==> src/rtl/fifo_bank.sv <==
// Bank of independent circular FIFOs with broadcast write and a staggered (systolic) read sequencer.
// Read data is registered (1-cycle latency); writes to a full channel are dropped and flagged in overflow.
module fifo_bank #(
  parameter int DATA_W    = 16,
  parameter int DEPTH     = 16,
  parameter int LOG_DEPTH = 4,
  parameter int CHANNELS  = 9,
  parameter int AF_LEVEL  = 14
) (
  input  logic                                 clk,
  input  logic                                 rst_n,
  input  logic                                 clear,
  input  logic [CHANNELS-1:0]                  wr_en,
  input  logic [DATA_W*CHANNELS-1:0]           wr_data,
  input  logic                                 bcast,
  input  logic [CHANNELS-1:0]                  rd_en,
  input  logic                                 skew_start,
  input  logic [LOG_DEPTH:0]                   skew_len,
  output logic [DATA_W*CHANNELS-1:0]           rd_data,
  output logic [CHANNELS-1:0]                  rd_valid,
  output logic [CHANNELS-1:0]                  empty,
  output logic [CHANNELS-1:0]                  full,
  output logic [CHANNELS-1:0]                  almost_full,
  output logic [(LOG_DEPTH+1)*CHANNELS-1:0]    count,
  output logic [CHANNELS-1:0]                  overflow,
  output logic                                 busy
);
  localparam int CW     = LOG_DEPTH + 1;
  localparam int DCW    = (CHANNELS > 1) ? $clog2(CHANNELS) : 1;
  localparam int TW     = (CW > DCW) ? CW : DCW;
  localparam logic [CW-1:0]        FULL_CNT   = CW'(DEPTH);
  localparam logic [CW-1:0]        AF_CNT     = CW'(AF_LEVEL);
  localparam logic [CW-1:0]        CNT_ONE    = CW'(1);
  localparam logic [LOG_DEPTH-1:0] PTR_ONE    = LOG_DEPTH'(1);
  localparam logic [TW-1:0]        TMR_ONE    = TW'(1);
  localparam logic [TW-1:0]        DRAIN_LAST = TW'((CHANNELS > 1) ? CHANNELS - 2 : 0);

  typedef enum logic [1:0] {IDLE, RUN, DRAIN} state_t;

  state_t                state_q, state_d;
  logic [TW-1:0]         tmr_q, tmr_d;
  logic [CHANNELS-1:0]   wave_q, wave_d;

  logic [DATA_W-1:0]     mem_q    [CHANNELS][DEPTH];
  logic [LOG_DEPTH-1:0]  wr_ptr_q [CHANNELS];
  logic [LOG_DEPTH-1:0]  rd_ptr_q [CHANNELS];
  logic [CW-1:0]         cnt_q    [CHANNELS];
  logic [CHANNELS-1:0]   ovf_q, vld_q;
  logic [DATA_W*CHANNELS-1:0] rdat_q;

  logic [CHANNELS-1:0]   eff_rd, rd_ok, wr_ok;
  logic [DATA_W-1:0]     wdat [CHANNELS];

  always_comb begin
    state_d = state_q;
    tmr_d   = tmr_q;
    case (state_q)
      IDLE: begin
        if (skew_start && (skew_len != '0)) begin
          state_d = RUN;
          tmr_d   = TW'(skew_len) - TMR_ONE;
        end
      end
      RUN: begin
        if (tmr_q == '0) begin
          if (CHANNELS > 1) begin
            state_d = DRAIN;
            tmr_d   = DRAIN_LAST;
          end else begin
            state_d = IDLE;
          end
        end else begin
          tmr_d = tmr_q - TMR_ONE;
        end
      end
      DRAIN: begin
        if (tmr_q == '0) state_d = IDLE;
        else             tmr_d   = tmr_q - TMR_ONE;
      end
      default: state_d = IDLE;
    endcase
    if (clear) begin
      state_d = IDLE;
      tmr_d   = '0;
    end
  end

  assign wave_d = clear ? '0 : ((wave_q << 1) | CHANNELS'(state_q == RUN));
  assign busy   = (state_q != IDLE);

  // The wave's last bit reaches the top channel one cycle after DRAIN ends; keep manual reads masked until it exits.
  assign eff_rd = (busy || (wave_q != '0)) ? wave_q : rd_en;

  always_comb begin
    rd_ok = '0;
    for (int i = 0; i < CHANNELS; i++) rd_ok[i] = eff_rd[i] && (cnt_q[i] != '0);
  end

  always_comb begin
    wr_ok = '0;
    for (int i = 0; i < CHANNELS; i++) begin
      wr_ok[i] = wr_en[i] && ((cnt_q[i] != FULL_CNT) || rd_ok[i]);
      wdat[i]  = bcast ? wr_data[DATA_W-1:0] : wr_data[i*DATA_W +: DATA_W];
    end
  end

  always_comb begin
    empty       = '0;
    full        = '0;
    almost_full = '0;
    count       = '0;
    for (int i = 0; i < CHANNELS; i++) begin
      empty[i]            = (cnt_q[i] == '0);
      full[i]             = (cnt_q[i] == FULL_CNT);
      almost_full[i]      = (cnt_q[i] >= AF_CNT);
      count[i*CW +: CW]   = cnt_q[i];
    end
  end

  always_ff @(posedge clk or negedge rst_n) begin
    if (!rst_n) begin
      state_q <= IDLE;
      tmr_q   <= '0;
      wave_q  <= '0;
    end else begin
      state_q <= state_d;
      tmr_q   <= tmr_d;
      wave_q  <= wave_d;
    end
  end

  always_ff @(posedge clk or negedge rst_n) begin
    if (!rst_n) begin
      for (int i = 0; i < CHANNELS; i++) begin
        wr_ptr_q[i] <= '0;
        rd_ptr_q[i] <= '0;
        cnt_q[i]    <= '0;
      end
      ovf_q  <= '0;
      vld_q  <= '0;
      rdat_q <= '0;
    end else if (clear) begin
      for (int i = 0; i < CHANNELS; i++) begin
        wr_ptr_q[i] <= '0;
        rd_ptr_q[i] <= '0;
        cnt_q[i]    <= '0;
      end
      ovf_q <= '0;
      vld_q <= '0;
    end else begin
      for (int i = 0; i < CHANNELS; i++) begin
        vld_q[i] <= rd_ok[i];
        if (rd_ok[i]) begin
          rdat_q[i*DATA_W +: DATA_W] <= mem_q[i][rd_ptr_q[i]];
          rd_ptr_q[i]                <= rd_ptr_q[i] + PTR_ONE;
        end
        if (wr_ok[i])              wr_ptr_q[i] <= wr_ptr_q[i] + PTR_ONE;
        if (wr_en[i] && !wr_ok[i]) ovf_q[i]    <= 1'b1;
        if (wr_ok[i] && !rd_ok[i])      cnt_q[i] <= cnt_q[i] + CNT_ONE;
        else if (!wr_ok[i] && rd_ok[i]) cnt_q[i] <= cnt_q[i] - CNT_ONE;
      end
    end
  end

  // Storage is not reset; pointers and counts alone define what is valid.
  always_ff @(posedge clk) begin
    for (int i = 0; i < CHANNELS; i++) begin
      if (wr_ok[i] && !clear) mem_q[i][wr_ptr_q[i]] <= wdat[i];
    end
  end

  assign rd_data  = rdat_q;
  assign rd_valid = vld_q;
  assign overflow = ovf_q;

endmodule

==> config.mk <==
export PLATFORM = sky130hd
export DESIGN_NAME = fifo_bank
export DESIGN_NICKNAME = d
export VERILOG_FILES = /design/src/rtl/fifo_bank.sv
export SDC_FILE = /design/constraint.sdc
export NUM_CORES = 2
export LEC_CHECK = 0
export ABC_CLOCK_PERIOD_IN_PS = 12300
export CORE_ASPECT_RATIO = 1.2
export CORE_MARGIN = 1
export CORE_UTILIZATION = 30
export CTS_CLUSTER_DIAMETER = 100
export DETAILED_ROUTE_END_ITERATION = 10
export PLACE_DENSITY = 0.45
export SLEW_MARGIN = 20
export SYNTH_ARGS = -nofsm -noshare
export SYNTH_HDL_FRONTEND = slang
export SYNTH_SLANG_ARGS = --single-unit
==> constraint.sdc <==
create_clock -name clk -period 12.3 [get_ports clk]
set_input_delay 2.46 -clock clk [delete_from_list [all_inputs] [get_ports clk]]
set_output_delay 2.46 -clock clk [all_outputs]
set_load 0.005 [all_outputs]
==> results.md <==
- Post-CTS sizing: 0
- Register area share after synthesis: 73.7%
- RePlAce Congestion: 0.764
- Highest metal used: met5
- Max-slew violation count: 0
- WL met1: 135000 um
- Status: finished clean
- Area Growth Syn to Fin: 20.1%
- GRT overflow: 0
- Post-synth ARST share: 11.4%
- Post-synth EDFFs: 2304
- Fmax: 173 MHz
- Fraction of layout cells with a size suffix above 1: 22.5%
- Largest net degree at the start of global routing: 78
- Post-DR vias/cell: 5.04
- WS Path Type: flip-flop to output port
- First-pass GRT wire length: 445000 um
- Port Buffers: 406
- Final min period: 5.78 ns
- Slowest cell delay on critical path: 0.86 ns
- Die H: 647 um
- CTS max path bufs: 4
- Met3 WL: 16400 um
- Final core occ: 36.2%
- Final wirelength: 315000 um
- Final net count: 6641
- VDD IR max: 0.000117 V
- Max-Cap Viols: 0
- Top cells by area, synth: edfxtp_1, mux4_2, dfrtp_1
- Total clock sinks: 2599
- Hpwl dp: 188000 um
- Area leader, netlist: edfxtp_1
- Setup Viol. Count Final: 0
- Worst path required time: 9.84 ns
- Post-CTS Setup Inserts: 0
- Die Area: 349000 um2
- Final worst path period share: 47.0%
- Worst-path clk slew: 0.06 ns
- CTS tree: done
- Min-Delay Path Class: flip-flop to flip-flop
- Hold_buf cts: 0
- CTS buffer count: 291
- CP max FO: 9
- Antenna violations before repair: 38
- Synthesis Warnings: 0
- Initial Utilization: 30.2%
- IO Pins: 407
- Depth of the CTS H-tree: 5
- Pleak: 40.0 nW
- Final hold slack: 0.494 ns
- DIE WIDTH: 539 um
- Worst Skew: 0.0395 ns
- WL met2: 156000 um
- Rows: 236
- Critical Path AT: 3.32 ns
- Syn_nets: 5974
- Post-Syn Instances: 5713
- Worst-Margin Slew: 1.18 ns
- Crit. End Element: output port
- Final hold vios: 0
- Yosys top cell area share: 66.6%
- Routed length per placed instance: 28.3 um
- Avg Synthesized Cell Area: 18.2 um2
- DRC: 0
- Clock Latency Late Sink: 0.91 ns
- Final TNS setup: 0 ns
- Total track usage: 17.9%
- Top_reg_cell synth: edfxtp_1
- Critical-path top delay cell: clkdlybuf4s50_1
- Most frequent cells in the layout: edfxtp_1, mux4_2, clkdlybuf4s50_1
- Core Area: 344000 um2
- Synth Cell Area: 104000 um2
- Startpoint types: flip-flop
- Most common cell after layout, fill and taps aside: edfxtp_1
- Root Buffer: clkbuf_16
- Starting DRT DRC Count: 4890
- Max transition margin: 21.5%
- DP Worst Slack: 6.62 ns
- Critical path, cell by cell: or4_1 > nor2_2 > clkdlybuf4s50_1
- Via count: 56200
- Synth cell types: 75
- Final WS setup: 6.52 ns
- Synth Register Bits: 2599
- Drt pass-1 iters: 5
- Power per cell area: 196 nW/um2
- RSZ-0062 raised after global routing: false
- Post-route antenna net violation count: 0
- Vias in the first global route: 58400
## per-layer routing
layer	vias up	track usage, %
met5	-	0
met3	374	2.89
li1	24200	-
met4	12	4.71
met1	30100	23.7
met2	1518	30.3
## sequential cells by signal, indices dropped and copies added, names as in the netlist, 5 cells and up
signal and cells:
count 45, rd_ptr_q 36, rd_valid 9, mem_q 2304
wave_q 9, tmr_q 5, rd_data 144, wr_ptr_q 36
overflow 9
## Yosys cell counts (18+ instances only)
cell	n
inv_1	197
a221oi_1	50
nor2b_1	35
buf_1	27
buf_4	22
nor4_1	45
mux4_2	464
nor3_1	73
a21o_1	18
mux2i_1	258
edfxtp_1	2304
nand2b_1	21
a22oi_1	140
mux2_2	91
ha_1	80
a31oi_1	93
nand3_1	43
o211ai_1	106
xor2_1	21
o21ai_0	220
buf_2	70
a21oi_1	80
dfrtp_1	295
nor2_1	267
o21a_1	45
nand2_1	188
xnor2_1	53
clkbuf_1	215
## layout make-up
cell class / instances / area, um2
Fill cell: 32100 / 219000
Sequential cell: 2599 / 76600
Multi-Input combinational cell: 2580 / 25900
Clock buffer: 382 / 7930
Timing Repair Buffer: 709 / 6410
Tap cell: 4522 / 5660
Clock inverter: 142 / 1450
Inverter: 199 / 747
Antenna cell: 18 / 45.0
## path summary, 6_finish.rpt
path	from	to	slack [ns]	depth (start not counted)
worst max-delay path	count[36]	empty[7]	6.52	3
worst min-delay path	rd_data[50]	rd_data[50]	0.49	1
worst max register to register	state_q[0]	count[14]	7.24	14
worst min register to register	rd_data[50]	rd_data[50]	0.49	1
max in group asynchronous	rst_n	rd_ptr_q[32]	8.61	3
min in group asynchronous	rst_n	rd_data[112]	1.57	1
## through the flow
step	cells	instance area, um2	total power, W
2_1_floorplan	5713	104000	0.0138
3_3_place_gp	10600	115000	0.0160
3_5_place_dp	10600	115000	0.0160
4_1_cts	11100	125000	0.0248
5_1_grt	11100	125000	0.0255
6_report	11200	125000	0.0244
## kinds of logic (layout without fill, tap and decap cells)
kind of cell / count (synthesis) / in the layout / synth area share (%)
AOI/OAI and AO/OA: 833 / 833 / 5.37
xor gates and xnor gates: 74 / 74 / 0.624
adders and majority gates: 89 / 89 / 1.14
buffers and inverters: 534 / 1432 / 2.10
DFF: 2599 / 2599 / 73.7
muxes: 813 / 813 / 13.5
other: 0 / 18 / 0
and+or+nand+nor: 771 / 771 / 3.53
## worst max-delay path: cells and delay by family (launching register included)
family	cells	cell delay [ns]
buffers and inverters	1	0.86
flip-flops	1	0.47
AND/OR/NAND/NOR	2	1.09
## where the power goes
part | internal [W] | switching [W] | total [W]
sequential | 0.0101 | 0.000676 | 0.0108
combinational | 0.00249 | 0.00245 | 0.00494
clock | 0.00512 | 0.00356 | 0.00867
total | 0.0177 | 0.00668 | 0.0244
No activity file was read; power rests on OpenSTA's default activity.
